## src/rtl/fxp_divider_param.sv

```systemverilog
// Unsigned fixed-point divider: restoring division of {a, FRAC zeros} by b,
// one quotient bit per clock, with divide-by-zero and quotient-overflow flags.
module fxp_divider_param #(
  parameter int WIDTH = 16,
  parameter int FRAC  = 8
) (
  input  logic             clk,
  input  logic             rst,
  input  logic             start,
  input  logic [WIDTH-1:0] a,
  input  logic [WIDTH-1:0] b,
  output logic             busy,
  output logic             valid,
  output logic [WIDTH-1:0] q,
  output logic [WIDTH-1:0] r,
  output logic             dvz,
  output logic             ovf
);

  // state | meaning
  // IDLE  | waiting for start; operands captured on the accepting edge
  // INIT  | divide-by-zero check, load dividend and counter
  // ITER  | one restoring-division step per cycle, MSB first
  // DONE  | results settled; valid follows one cycle later
  localparam int N  = WIDTH + FRAC;
  localparam int CW = $clog2(N + 1);

  typedef enum logic [1:0] {IDLE, INIT, ITER, DONE} state_t;

  state_t           state, state_nxt;
  logic [WIDTH-1:0] a_cap, b_cap;
  logic [N-1:0]     d_sr;
  logic [WIDTH:0]   p;
  logic [WIDTH:0]   p_shift, p_sub;
  logic [WIDTH-1:0] q_acc;
  logic [CW-1:0]    cnt;
  logic             q_bit, ovf_hit, last;

  always_comb begin
    p_shift = {p[WIDTH-1:0], d_sr[N-1]};
    q_bit   = (p_shift >= {1'b0, b_cap});
    p_sub   = q_bit ? (p_shift - {1'b0, b_cap}) : p_shift;
    // cnt equals the bit position of the quotient bit being produced
    ovf_hit = q_bit && (cnt >= CW'(WIDTH));
    last    = (cnt == '0);
  end

  always_ff @(posedge clk or posedge rst) begin
    if (rst) state <= IDLE;
    else     state <= state_nxt;
  end

  always_comb begin
    state_nxt = state;
    busy      = 1'b0;
    case (state)
      IDLE: if (start) state_nxt = INIT;
      INIT: begin
        busy      = 1'b1;
        state_nxt = (b_cap == '0) ? DONE : ITER;
      end
      ITER: begin
        busy = 1'b1;
        if (ovf_hit || last) state_nxt = DONE;
      end
      DONE:    state_nxt = IDLE;
      default: state_nxt = IDLE;
    endcase
  end

  always_ff @(posedge clk or posedge rst) begin
    if (rst) begin
      a_cap <= '0;
      b_cap <= '0;
      d_sr  <= '0;
      p     <= '0;
      q_acc <= '0;
      cnt   <= '0;
      q     <= '0;
      r     <= '0;
      dvz   <= 1'b0;
      ovf   <= 1'b0;
      valid <= 1'b0;
    end else begin
      valid <= (state == DONE);
      case (state)
        IDLE: begin
          if (start) begin
            a_cap <= a;
            b_cap <= b;
            dvz   <= 1'b0;
            ovf   <= 1'b0;
          end
        end
        INIT: begin
          if (b_cap == '0) begin
            dvz <= 1'b1;
            q   <= '1;
            r   <= '0;
          end else begin
            p     <= '0;
            d_sr  <= N'(a_cap) << FRAC;
            q_acc <= '0;
            cnt   <= CW'(N - 1);
          end
        end
        ITER: begin
          p     <= p_sub;
          d_sr  <= d_sr << 1;
          cnt   <= cnt - 1'b1;
          q_acc <= {q_acc[WIDTH-2:0], q_bit};
          if (ovf_hit) begin
            ovf <= 1'b1;
            q   <= '1;
            r   <= '0;
          end else if (last) begin
            q <= {q_acc[WIDTH-2:0], q_bit};
            // p_sub < b, so the top bit is always zero here
            r <= p_sub[WIDTH-1:0];
          end
        end
        default: ;
      endcase
    end
  end

endmodule

```

## config.mk

```make
export PLATFORM = sky130hd
export DESIGN_NAME = fxp_divider_param
export DESIGN_NICKNAME = d
export VERILOG_FILES = /design/src/rtl/fxp_divider_param.sv
export SDC_FILE = /design/constraint.sdc
export NUM_CORES = 1
export LEC_CHECK = 0
export ABC_AREA = 0
export BUFFER_PORTS_ARGS = -buffer_cell sky130_fd_sc_hd__buf_4
export CAP_MARGIN = 5
export CORE_ASPECT_RATIO = 1.1
export CORE_MARGIN = 2
export CORE_UTILIZATION = 40
export DETAILED_ROUTE_END_ITERATION = 6
export GPL_TIMING_DRIVEN = 0
export MAX_ROUTING_LAYER = met4
export SLEW_MARGIN = 25
export SYNTH_ARGS = -nofsm -noshare
export SYNTH_HDL_FRONTEND = slang
export SYNTH_SLANG_ARGS = --single-unit
```

## constraint.sdc

```tcl
create_clock -name clk -period 3.7 [get_ports clk]
set_clock_uncertainty 0.05 [all_clocks]
set_input_delay 0.185 -clock clk [delete_from_list [all_inputs] [get_ports clk]]
set_output_delay 0.185 -clock clk [all_outputs]
set_load 0.01 [all_outputs]
```

==> impl_metrics.env, run 1 <==
export IMPL_regArea_um2=3030
export IMPL_cts_tree="built"
export IMPL_rsz0062_at_grt="false"
export IMPL_multi_input_area_um2=2570
export IMPL_drtIter0Drc=178
export IMPL_r2r_start="d_sr[23]"
export IMPL_hold_path_startpoint="start"
export IMPL_finalWeightedCongestion=0.904
export IMPL_postCtsHoldBufs=33
export IMPL_min_period_over_period=0.846
export IMPL_cp_start_kind="flip-flop"
export IMPL_fin_crit_ns=3.13
export IMPL_drtAntennaViolNets=0
export IMPL_drive_gt1_frac=0.226
export IMPL_insertedDiodeCount=0
export IMPL_cts_sinks=121
export IMPL_critPathKind="flip-flop to flip-flop"
export IMPL_clock_latency_ns=0.42
export IMPL_fp_row_count=46
export IMPL_die_area_um2=15600
export IMPL_wl_per_cell_um=16.0
export IMPL_hold_path_class="primary input to flip-flop"
export IMPL_syn_area_per_cell_um2=10.6
export IMPL_grt_usage=0.199
export IMPL_path_clk_slew_ns=0.05
export IMPL_ir_worst_vdd_mv=0.361
export IMPL_vias_per_cell=5.21
export IMPL_synth_nets=613
export IMPL_pre_cts_ws_ns=0.583
export IMPL_dp_hpwl_mm=10.1
export IMPL_fmax_ghz=0.319
export IMPL_grt_overflow=0
export IMPL_cts_setup_buffers=0
export IMPL_firstDrtPassIters=5
export IMPL_worst_slew_pin_slew_ns=0.639
export IMPL_critPathCaptureType="flip-flop"
export IMPL_pwr_density_cell_nw_per_um2=989
export IMPL_maxCapViolations=0
export IMPL_die_h_um=131
export IMPL_grt_max_degree=70
export IMPL_cp_arrival_ns=3.35
export IMPL_final_max_slew_viol_count=0
export IMPL_antenna_found_initial=0
export IMPL_synth_main_ff_cell="dfrtp_1"
export IMPL_area_growth_pct=29.7
export IMPL_fill_cells=1303
export IMPL_io_buffers=70
export IMPL_coreArea_um2=14400
export IMPL_synth_edf_count=0
export IMPL_finalSetupTns_ns=0
export IMPL_remaining_drc_errors=0
export IMPL_numCtsBuffers=17
export IMPL_routed_wl_mm=14.1
export IMPL_yosysTopAreaCellShare=0.517
export IMPL_status="completed"
export IMPL_start_util=0.407
export IMPL_p_leak_nw=3.52
export IMPL_cp_startpoint="d_sr[23]"
export IMPL_async_reset_ff_frac=1.00
export IMPL_mappedNetlistArea_um2=5850
export IMPL_ios=71
export IMPL_root_buffer="clkbuf_16"
export IMPL_cp_slowest_cell="fa_1"
export IMPL_layout_nets=736
export IMPL_cp_cell_sequence="inv_1, ha_1, inv_1, fa_1, a211oi_1, nor2_1, o41ai_1, o21ai_0, o41ai_1, xnor2_1, mux2i_1, o21ai_1"
export IMPL_num_vias=4589
export IMPL_clock_path_buffers=2
export IMPL_yosysTopAreaCell="dfrtp_1"
export IMPL_cts_htree_levels=4
export IMPL_max_slew_margin=0.571
export IMPL_grt_first_pass_wirelength_mm=23.4
export IMPL_slowest_delay_ns=0.42
export IMPL_ctsResizeCount=0
export IMPL_yosysWarnings=0
export IMPL_postSynthCellCount=554
export IMPL_hold_violations=0
export IMPL_grt_pass1_vias=4635
export IMPL_ys_seq_elements=121
export IMPL_synth_cell_type_count=54
export IMPL_worst_slack_ns=0.569
export IMPL_fp_dieW_um=119
export IMPL_p_total_mw=7.51
export IMPL_required_ns=3.92
export IMPL_seq_area_frac_synth=0.517
export IMPL_synth_top_cells_by_area="dfrtp_1 (52%), mux2_2 (6.3%), ha_1 (4.9%)"
export IMPL_setup_violations=0
export IMPL_path_max_fanout=3
-- state kept, by name, summed over array words and instances, names as in the netlist --
name,cells
valid,1
ovf,1
state,2
r,16
dvz,1
d_sr,16
p,16
q_acc,15
b_cap,16
q,16
a_cap,16
cnt,5
-- final timing paths --
| path | endpoint | slack (ns) | cells past startpoint |
|---|---|---|---|
| hold reg to reg | q[13] | 0.41 | 2 |
| setup / recovery | p[12] | 0.57 | 12 |
| min in group asynchronous | q[6] | 0.28 | 3 |
| max in group asynchronous | b_cap[8] | 2.65 | 4 |
| setup reg to reg | p[12] | 0.57 | 12 |
| hold / removal | ovf | 0.09 | 3 |
-- per-layer routing --
metal	track usage	up-vias	share of wire
li1	-	2211	-
met1	0.235	2258	0.44
met2	0.322	90	0.49
met3	0.0438	30	0.038
met4	0.100	0	0.033
met5	-	-	0
-- cells in the final DEF (no fill, tap or decap), drive strengths merged, types with 9 or more instances in the layout --
cell / n
mux2: 33
dfrtp: 121
mux2i: 15
a22o: 16
dlygate4sd3: 33
inv: 30
o31ai: 13
nor2: 43
o22ai: 15
buf: 83
o21ai: 48
ha: 23
clkbuf: 37
a21oi: 16
xnor2: 9
nand2: 75
-- area by class of cell --
class,count,area share
clock inverter,8,0.0155
timing repair buffer,104,0.116
tap,192,0.0317
inverter,30,0.0158
buffer,26,0.0185
clock buffer,23,0.0643
sequential,121,0.399
multi-input combinational,377,0.339
-- cell usage after synthesis (9+ instances only) --
master,instances
ha_1,23
o22ai_1,15
mux2_2,33
a21oi_1,14
nor2_1,43
o21ai_0,32
xnor2_1,9
inv_1,30
nand2_1,75
mux2i_1,14
dfrtp_1,121
o21ai_1,16
clkbuf_1,14
a22o_1,16
-- cells by family after synthesis --
kind of cell | share of synthesized area
buf+inv | 0.0432
mux | 0.0898
compound gates | 0.163
fa+ha+maj | 0.0526
simple gates | 0.115
xor+xnor | 0.0195
flops | 0.517
-- metrics by stage --
step                hold WS [ns]  cell area, um^2  utilization  std cells
floorplan                  0.285             5850            -        554
global placement           0.368             6620        0.460        816
detailed placement         0.172             6650        0.462        817
CTS                       0.0774             7590        0.527        881
global route               0.108             7590        0.527        881
finish                    0.0871             7590        0.527        881
-- critical path: cells and delay by family, from the launching register on --
family / cells / cell delay [ns]
AND/OR/NAND/NOR: 1 / 0.12
buffers and inverters: 2 / 0.15
flip-flops: 1 / 0.38
adder cells (fa/ha/maj): 2 / 0.63
AO/OA/AOI/OAI: 5 / 1.35
XOR/XNOR: 1 / 0.10
multiplexers: 1 / 0.21
-- power breakdown --
part / internal [mW] / total, mW / leakage (nW) / switching [mW]
Clock: 1.12 / 1.68 / 0.299 / 0.563
Combinational: 1.54 / 3.57 / 1.71 / 2.03
Sequential: 1.87 / 2.25 / 1.51 / 0.383
Total: 4.53 / 7.51 / 3.52 / 2.98
Power figures use the tool's default switching activity.
==> run 2, diff against run 1 <==
--- a/config.mk
+++ b/config.mk
@@ -5,7 +5,7 @@
 export SDC_FILE = /design/constraint.sdc
 export NUM_CORES = 1
 export LEC_CHECK = 0
-export ABC_AREA = 0
+export ABC_AREA = 1
 export BUFFER_PORTS_ARGS = -buffer_cell sky130_fd_sc_hd__buf_4
 export CAP_MARGIN = 5
 export CORE_ASPECT_RATIO = 1.1
==> constraint.sdc (replaced) <==
create_clock -name clk -period 3.1 [get_ports clk]
set_clock_uncertainty 0.05 [all_clocks]
set_input_delay 0.155 -clock clk [delete_from_list [all_inputs] [get_ports clk]]
set_output_delay 0.155 -clock clk [all_outputs]
set_load 0.01 [all_outputs]
==> run 2 against run 1 <==
Register-to-register slack hardly changed. Sequential share of layout area is 2.6 points lower. Wire length is 12% higher. Synthesized cell count is 35% higher. Cell count is 24% higher. Area after synthesis is 7.1% higher. Clock power is 23% higher. Flip-flop and latch count stayed put. Core utilization is 0.33 points lower. Largest cell class unchanged. Largest power group unchanged.
==> impl_metrics.env, run 2 <==
export IMPL_status="completed"
export IMPL_critPathCaptureType="flip-flop"
export IMPL_layout_nets=936
export IMPL_clkPwrFrac=0.272
export IMPL_power_switching_mw=3.00
export IMPL_fill_cells=1485
export IMPL_final_core_util=0.524
export IMPL_ys_seq_elements=121
export IMPL_postSynthCellCount=750
export IMPL_min_period_over_period=0.820
export IMPL_numCtsBuffers=17
export IMPL_rsz0062_at_grt="false"
export IMPL_ir_worst_vdd_mv=0.448
export IMPL_ios=71
export IMPL_crit_family="buffers and inverters"
export IMPL_root_buffer="clkbuf_16"
export IMPL_yosysTopAreaCellShare=0.483
export IMPL_cts_tree="built"
export IMPL_num_vias=5315
export IMPL_yosysTopAreaCell="dfrtp_1"
export IMPL_p_total_mw=7.57
export IMPL_seq_area_frac_synth=0.483
export IMPL_drtAntennaViolNets=0
export IMPL_worst_slew_pin_slew_ns=0.645
export IMPL_required_ns=3.32
export IMPL_maxCapViolations=0
export IMPL_insertedDiodeCount=0
export IMPL_firstDrtPassIters=5
export IMPL_pwr_density_cell_nw_per_um2=933
export IMPL_synth_commonest_cells="nand2_1 (226), dfrtp_1 (121), inv_1 (89)"
export IMPL_pre_cts_ws_ns=0.596
export IMPL_mappedNetlistArea_um2=6270
export IMPL_start_util=0.405
export IMPL_intPower_mw=4.58
export IMPL_path_max_fanout=10
export IMPL_fp_dieW_um=123
export IMPL_p_comb_frac=0.420
export IMPL_cp_cell_sequence="inv_1, ha_1, clkbuf_1, inv_1, nand2_1, nand2_1, inv_2, clkbuf_1, o22ai_1"
export IMPL_fmax_ghz=0.393
export IMPL_mostFrequentLayoutCells="nand2_1 (226), dfrtp_1 (121), inv_1 (88), buf_4 (73), nand3_1 (47)"
export IMPL_ctsResizeCount=0
export IMPL_synth_nets=809
export IMPL_placedInstanceArea_um2=7170
export IMPL_remaining_drc_errors=0
export IMPL_vias_per_cell=4.88
export IMPL_grt_overflow=0
export IMPL_path_clk_slew_ns=0.06
export IMPL_die_area_um2=16700
export IMPL_cp_arrival_ns=2.76
export IMPL_io_buffers=70
export IMPL_drive_gt1_frac=0.196
export IMPL_max_slew_margin=0.570
export IMPL_grt_pass1_vias=5309
export IMPL_antenna_found_initial=0
export IMPL_syn_area_per_cell_um2=8.36
export IMPL_finalWeightedCongestion=0.898
export IMPL_hold_path_class="primary input to flip-flop"
export IMPL_final_max_slew_viol_count=0
export IMPL_yosysMostFrequentCell="nand2_1"
export IMPL_grt_first_pass_wirelength_mm=26.6
export IMPL_wl_per_cell_um=14.4
export IMPL_synth_main_ff_cell="dfrtp_1"
export IMPL_finalSetupTns_ns=0
export IMPL_setup_violations=0
export IMPL_grt_usage=0.212
export IMPL_yosysWarnings=0
export IMPL_slowest_delay_ns=0.53
export IMPL_synth_top_cells_by_area="dfrtp_1 (48%), nand2_1 (14%), inv_1 (5.3%)"
export IMPL_cts_htree_levels=4
export IMPL_pwr_share_seq=0.308
export IMPL_worst_slack_ns=0.558
export IMPL_area_growth_pct=29.5
export IMPL_dp_hpwl_mm=11.7
export IMPL_routed_wl_mm=15.8
export IMPL_grt_max_degree=31
export IMPL_clock_latency_ns=0.42
export IMPL_async_reset_ff_frac=1.00
export IMPL_drtIter0Drc=270
export IMPL_synth_edf_count=0
export IMPL_clock_path_buffers=2
export IMPL_die_h_um=135
export IMPL_synth_cell_type_count=41
export IMPL_fin_area_um2=8120
export IMPL_cts_sinks=121
export IMPL_path_buf_inv=5
export IMPL_switching_share=0.396
export IMPL_final_common_cell="nand2_1"
export IMPL_fin_crit_ns=2.54
export IMPL_critPathKind="flip-flop to flip-flop"
export IMPL_hold_violations=0
export IMPL_cp_start_kind="flip-flop"
export IMPL_p_leak_nw=4.18
export IMPL_coreArea_um2=15500
export IMPL_fp_row_count=48
export IMPL_cp_slowest_cell="clkbuf_1"
==> run 2: cell types whose count changed in the layout (fill, tap and decap cells not counted), sizes merged, moves of 13 or more <==
cell	change
a21oi	+18
a22o	-16
inv	+74
mux2	-21
mux2i	-15
nand2	+159
nand3	+54
nand4	+14
o21ai	-28
o221ai	+14
o31ai	-13
==> run 2: tightest hold or removal path: cells and delay by family <==
kind	cells	cell delay [ns]
AND/OR/NAND/NOR	3	0.28
buffers and inverters	2	0.11
==> run 2: logic make-up after synthesis <==
logic type,Yosys count,synth area share
AO/OA/AOI/OAI,95,0.0940
multiplexers,12,0.0215
XOR/XNOR,6,0.00838
buffers and inverters,131,0.0864
flip-flops,121,0.483
adder cells (fa/ha/maj),24,0.0491
AND/OR/NAND/NOR,361,0.258
==> run 2: area by class of cell <==
cell class                 count  area (um^2)  area share
sequential                   121         3030       0.373
timing repair buffer         108          978       0.120
inverter                     102          387      0.0476
buffer                        29          159      0.0196
clock inverter                15          193      0.0237
tap                          200          250      0.0308
clock buffer                  17          425      0.0524
multi-input combinational    498         2700       0.333
==> run 2: power groups by stage <==
stage | logic, mW | registers, mW | clock network, mW
finish | 3.18 | 2.34 | 2.06
global route | 3.61 | 2.38 | 2.16
CTS | 3.22 | 2.34 | 2.09
detailed placement | 3.16 | 2.36 | 0
global placement | 3.11 | 2.35 | 0
floorplan | 2.20 | 2.36 | 0
==> run 2: path summary, 6_finish.rpt <==
kind / from / to / slack, ns / cells after the start
max: state[1] / p[12] / 0.56 / 9
min: start / state[0] / 0.11 / 5
max reg2reg: state[1] / p[12] / 0.56 / 9
min reg2reg: q[11] / q[11] / 0.42 / 2
max in group asynchronous: rst / d_sr[9] / 1.98 / 6
min in group asynchronous: rst / r[11] / 0.23 / 3
==> run 2: stage by stage <==
step | instances | hold WS, ns
2_1_floorplan | 750 | 0.256
5_1_grt | 1090 | 0.140
4_1_cts | 1090 | 0.0933
6_report | 1090 | 0.109
3_3_place_gp | 1020 | 0.339
3_5_place_dp | 1025 | 0.125
==> run 2: repair_timing <==
action / CTS / global route
endpoints found under the hold margin: 81 / 0
setup buffers: 0 / 0
hold buffers: 33 / 0
==> run 2: per-layer routing <==
| metal | part of all wire | global-route usage |
|---|---|---|
| met5 | 0 | - |
| met4 | 0.021 | 0.0669 |
| met2 | 0.50 | 0.334 |
| met1 | 0.45 | 0.270 |
| met3 | 0.034 | 0.0492 |
==> run 3, diff against run 2 <==
==> constraint.sdc (replaced) <==
create_clock -name clk -period 2.4 [get_ports clk]
set_clock_uncertainty 0.05 [all_clocks]
set_input_delay 0.12 -clock clk [delete_from_list [all_inputs] [get_ports clk]]
set_output_delay 0.12 -clock clk [all_outputs]
set_load 0.01 [all_outputs]
==> run 3 against run 2 <==
Critical path depth increased by 5. Maximum frequency grew 11%. Hold slack lost 0.035 ns. Via count rose by 0.66%. Register-to-register slack lost 0.45 ns. Die area unchanged. Cell count is 0.64% higher. Largest cell class unchanged. Critical path type unchanged. Sequential power up 30%. Worst setup slack got worse by 0.45 ns. Clock-buffer cell count unchanged. Non-clock buffer count rose by 6. Clock power increased by 29%.
==> impl_metrics.env, run 3 (synthesized netlist as in run 2, its figures left out) <==
export IMPL_clock_path_buffers=2
export IMPL_wl_per_cell_um=14.8
export IMPL_multi_input_area_um2=2870
export IMPL_cts_tree="built"
export IMPL_fp_dieW_um=123
export IMPL_grt_pass1_vias=5318
export IMPL_finalWeightedCongestion=0.898
export IMPL_setup_violations=0
export IMPL_cts_htree_levels=4
export IMPL_fin_area_um2=8360
export IMPL_drive_gt1_frac=0.230
export IMPL_drtIter0Drc=266
export IMPL_worst_slew_pin_slew_ns=0.498
export IMPL_firstDrtPassIters=4
export IMPL_placedInstanceArea_um2=7170
export IMPL_cts_sinks=121
export IMPL_num_vias=5350
export IMPL_rsz0062_at_grt="true"
export IMPL_max_slew_margin=0.668
export IMPL_fill_cells=1472
export IMPL_regArea_um2=3030
export IMPL_maxCapViolations=0
export IMPL_coreArea_um2=15500
export IMPL_routed_wl_mm=16.2
export IMPL_final_core_util=0.540
export IMPL_remaining_drc_errors=0
export IMPL_finalSetupTns_ns=0
export IMPL_fp_row_count=48
export IMPL_critPathCaptureType="flip-flop"
export IMPL_dp_hpwl_mm=11.7
export IMPL_cpMostUsedCell="nand2_1"
export IMPL_antenna_found_initial=0
export IMPL_start_util=0.405
export IMPL_cp_arrival_ns=2.57
export IMPL_ios=71
export IMPL_min_period_over_period=0.956
export IMPL_p_leak_nw=4.23
export IMPL_vias_per_cell=4.88
export IMPL_cp_start_kind="flip-flop"
export IMPL_insertedDiodeCount=0
export IMPL_layout_nets=943
export IMPL_critPathKind="flip-flop to flip-flop"
export IMPL_slowest_delay_ns=0.42
export IMPL_die_area_um2=16700
export IMPL_grt_overflow=0
export IMPL_numCtsBuffers=17
export IMPL_cp_cell_sequence="ha_4, nand2_1, inv_2, nand2_1, nor2_2, nand2_1, nor2_2, nor2_4, nand2_4, buf_4, nand3_1, o21ai_0, nand2_1, o21ai_0"
export IMPL_cp_slowest_cell="dfrtp_1"
export IMPL_final_max_slew_viol_count=0
export IMPL_area_growth_pct=33.3
export IMPL_io_buffers=70
export IMPL_path_clk_slew_ns=0.06
export IMPL_grt_usage=0.212
export IMPL_grt_max_degree=31
export IMPL_final_common_cell="nand2_1"
export IMPL_root_buffer="clkbuf_16"
export IMPL_ir_worst_vdd_mv=0.569
export IMPL_status="completed"
export IMPL_whs_ns=0.0743
export IMPL_path_max_fanout=5
export IMPL_hold_path_class="primary input to flip-flop"
export IMPL_mostFrequentLayoutCells="nand2_1 (224), dfrtp_1 (121), inv_1 (84), buf_4 (79), nand3_1 (47)"
export IMPL_hold_violations=0
export IMPL_grt_first_pass_wirelength_mm=26.6
export IMPL_drtAntennaViolNets=0
export IMPL_die_h_um=135
export IMPL_clock_latency_ns=0.42
export IMPL_pwr_density_cell_nw_per_um2=1210
export IMPL_required_ns=2.68
export IMPL_fin_crit_ns=2.30
export IMPL_fmax_ghz=0.436
run 3: cell count changes in the layout (fill, tap and decap cells not counted), sizes merged:
cell and change:
clkbuf -1, nand2 +1, buf +7
run 3: where the power goes:
group | internal [mW] | switching (mW)
Sequential | 2.70 | 0.334
Clock | 1.65 | 1.01
Combinational | 1.77 | 2.66
run 3: path summary, 6_finish.rpt:
check | slack [ns] | startpoint | to | depth (start not counted)
worst max-delay path | 0.10 | p[4] | p[11] | 14
worst min-delay path | 0.07 | start | state[1] | 5
worst max register to register | 0.10 | p[4] | p[11] | 14
worst min register to register | 0.42 | q[11] | q[11] | 2
max in group asynchronous | 1.31 | rst | a_cap[3] | 6
min in group asynchronous | 0.20 | rst | p[0] | 3
run 3: critical path: cells and delay by family, from the launching register on:
family / cells / cell delay (ns)
AO/OA/AOI/OAI: 2 / 0.30
adder cells (fa/ha/maj): 1 / 0.31
buffers and inverters: 2 / 0.20
flip-flops: 1 / 0.42
AND/OR/NAND/NOR: 9 / 0.90
run 3: final cells by class:
class,count,area share
buffer,28,0.0211
sequential,121,0.362
clock buffer,17,0.0509
tap,200,0.0299
timing repair buffer,115,0.123
inverter,102,0.0465
clock inverter,15,0.0230
multi-input combinational,499,0.343
run 3: timing repair:
action / in CTS / in global routing
setup buffers: 0 / 6
hold endpoints to repair: 81 / 0
cloned: 0 / 2
pin swaps: 0 / 3
hold buffers: 33 / 0
resized for setup: 5 / 42
endpoints found under the setup margin: 23 / 97
run 3: metal layers:
layer | wire length (um) | global-route usage
met5 | 0 | -
met4 | 314 | 0.0669
met3 | 439 | 0.0492
met2 | 8070 | 0.335
met1 | 7390 | 0.270
run 3: per-stage QoR:
| step | instances | power [mW] | setup WS, ns |
|---|---|---|---|
| 6_report | 1097 | 10.1 | 0.105 |
| 4_1_cts | 1090 | 9.90 | 0.00290 |
| 3_5_place_dp | 1025 | 7.14 | -0.104 |
| 2_1_floorplan | 750 | 5.90 | 0.366 |
| 5_1_grt | 1097 | 10.9 | -0.0374 |
| 3_3_place_gp | 1020 | 7.06 | -0.158 |
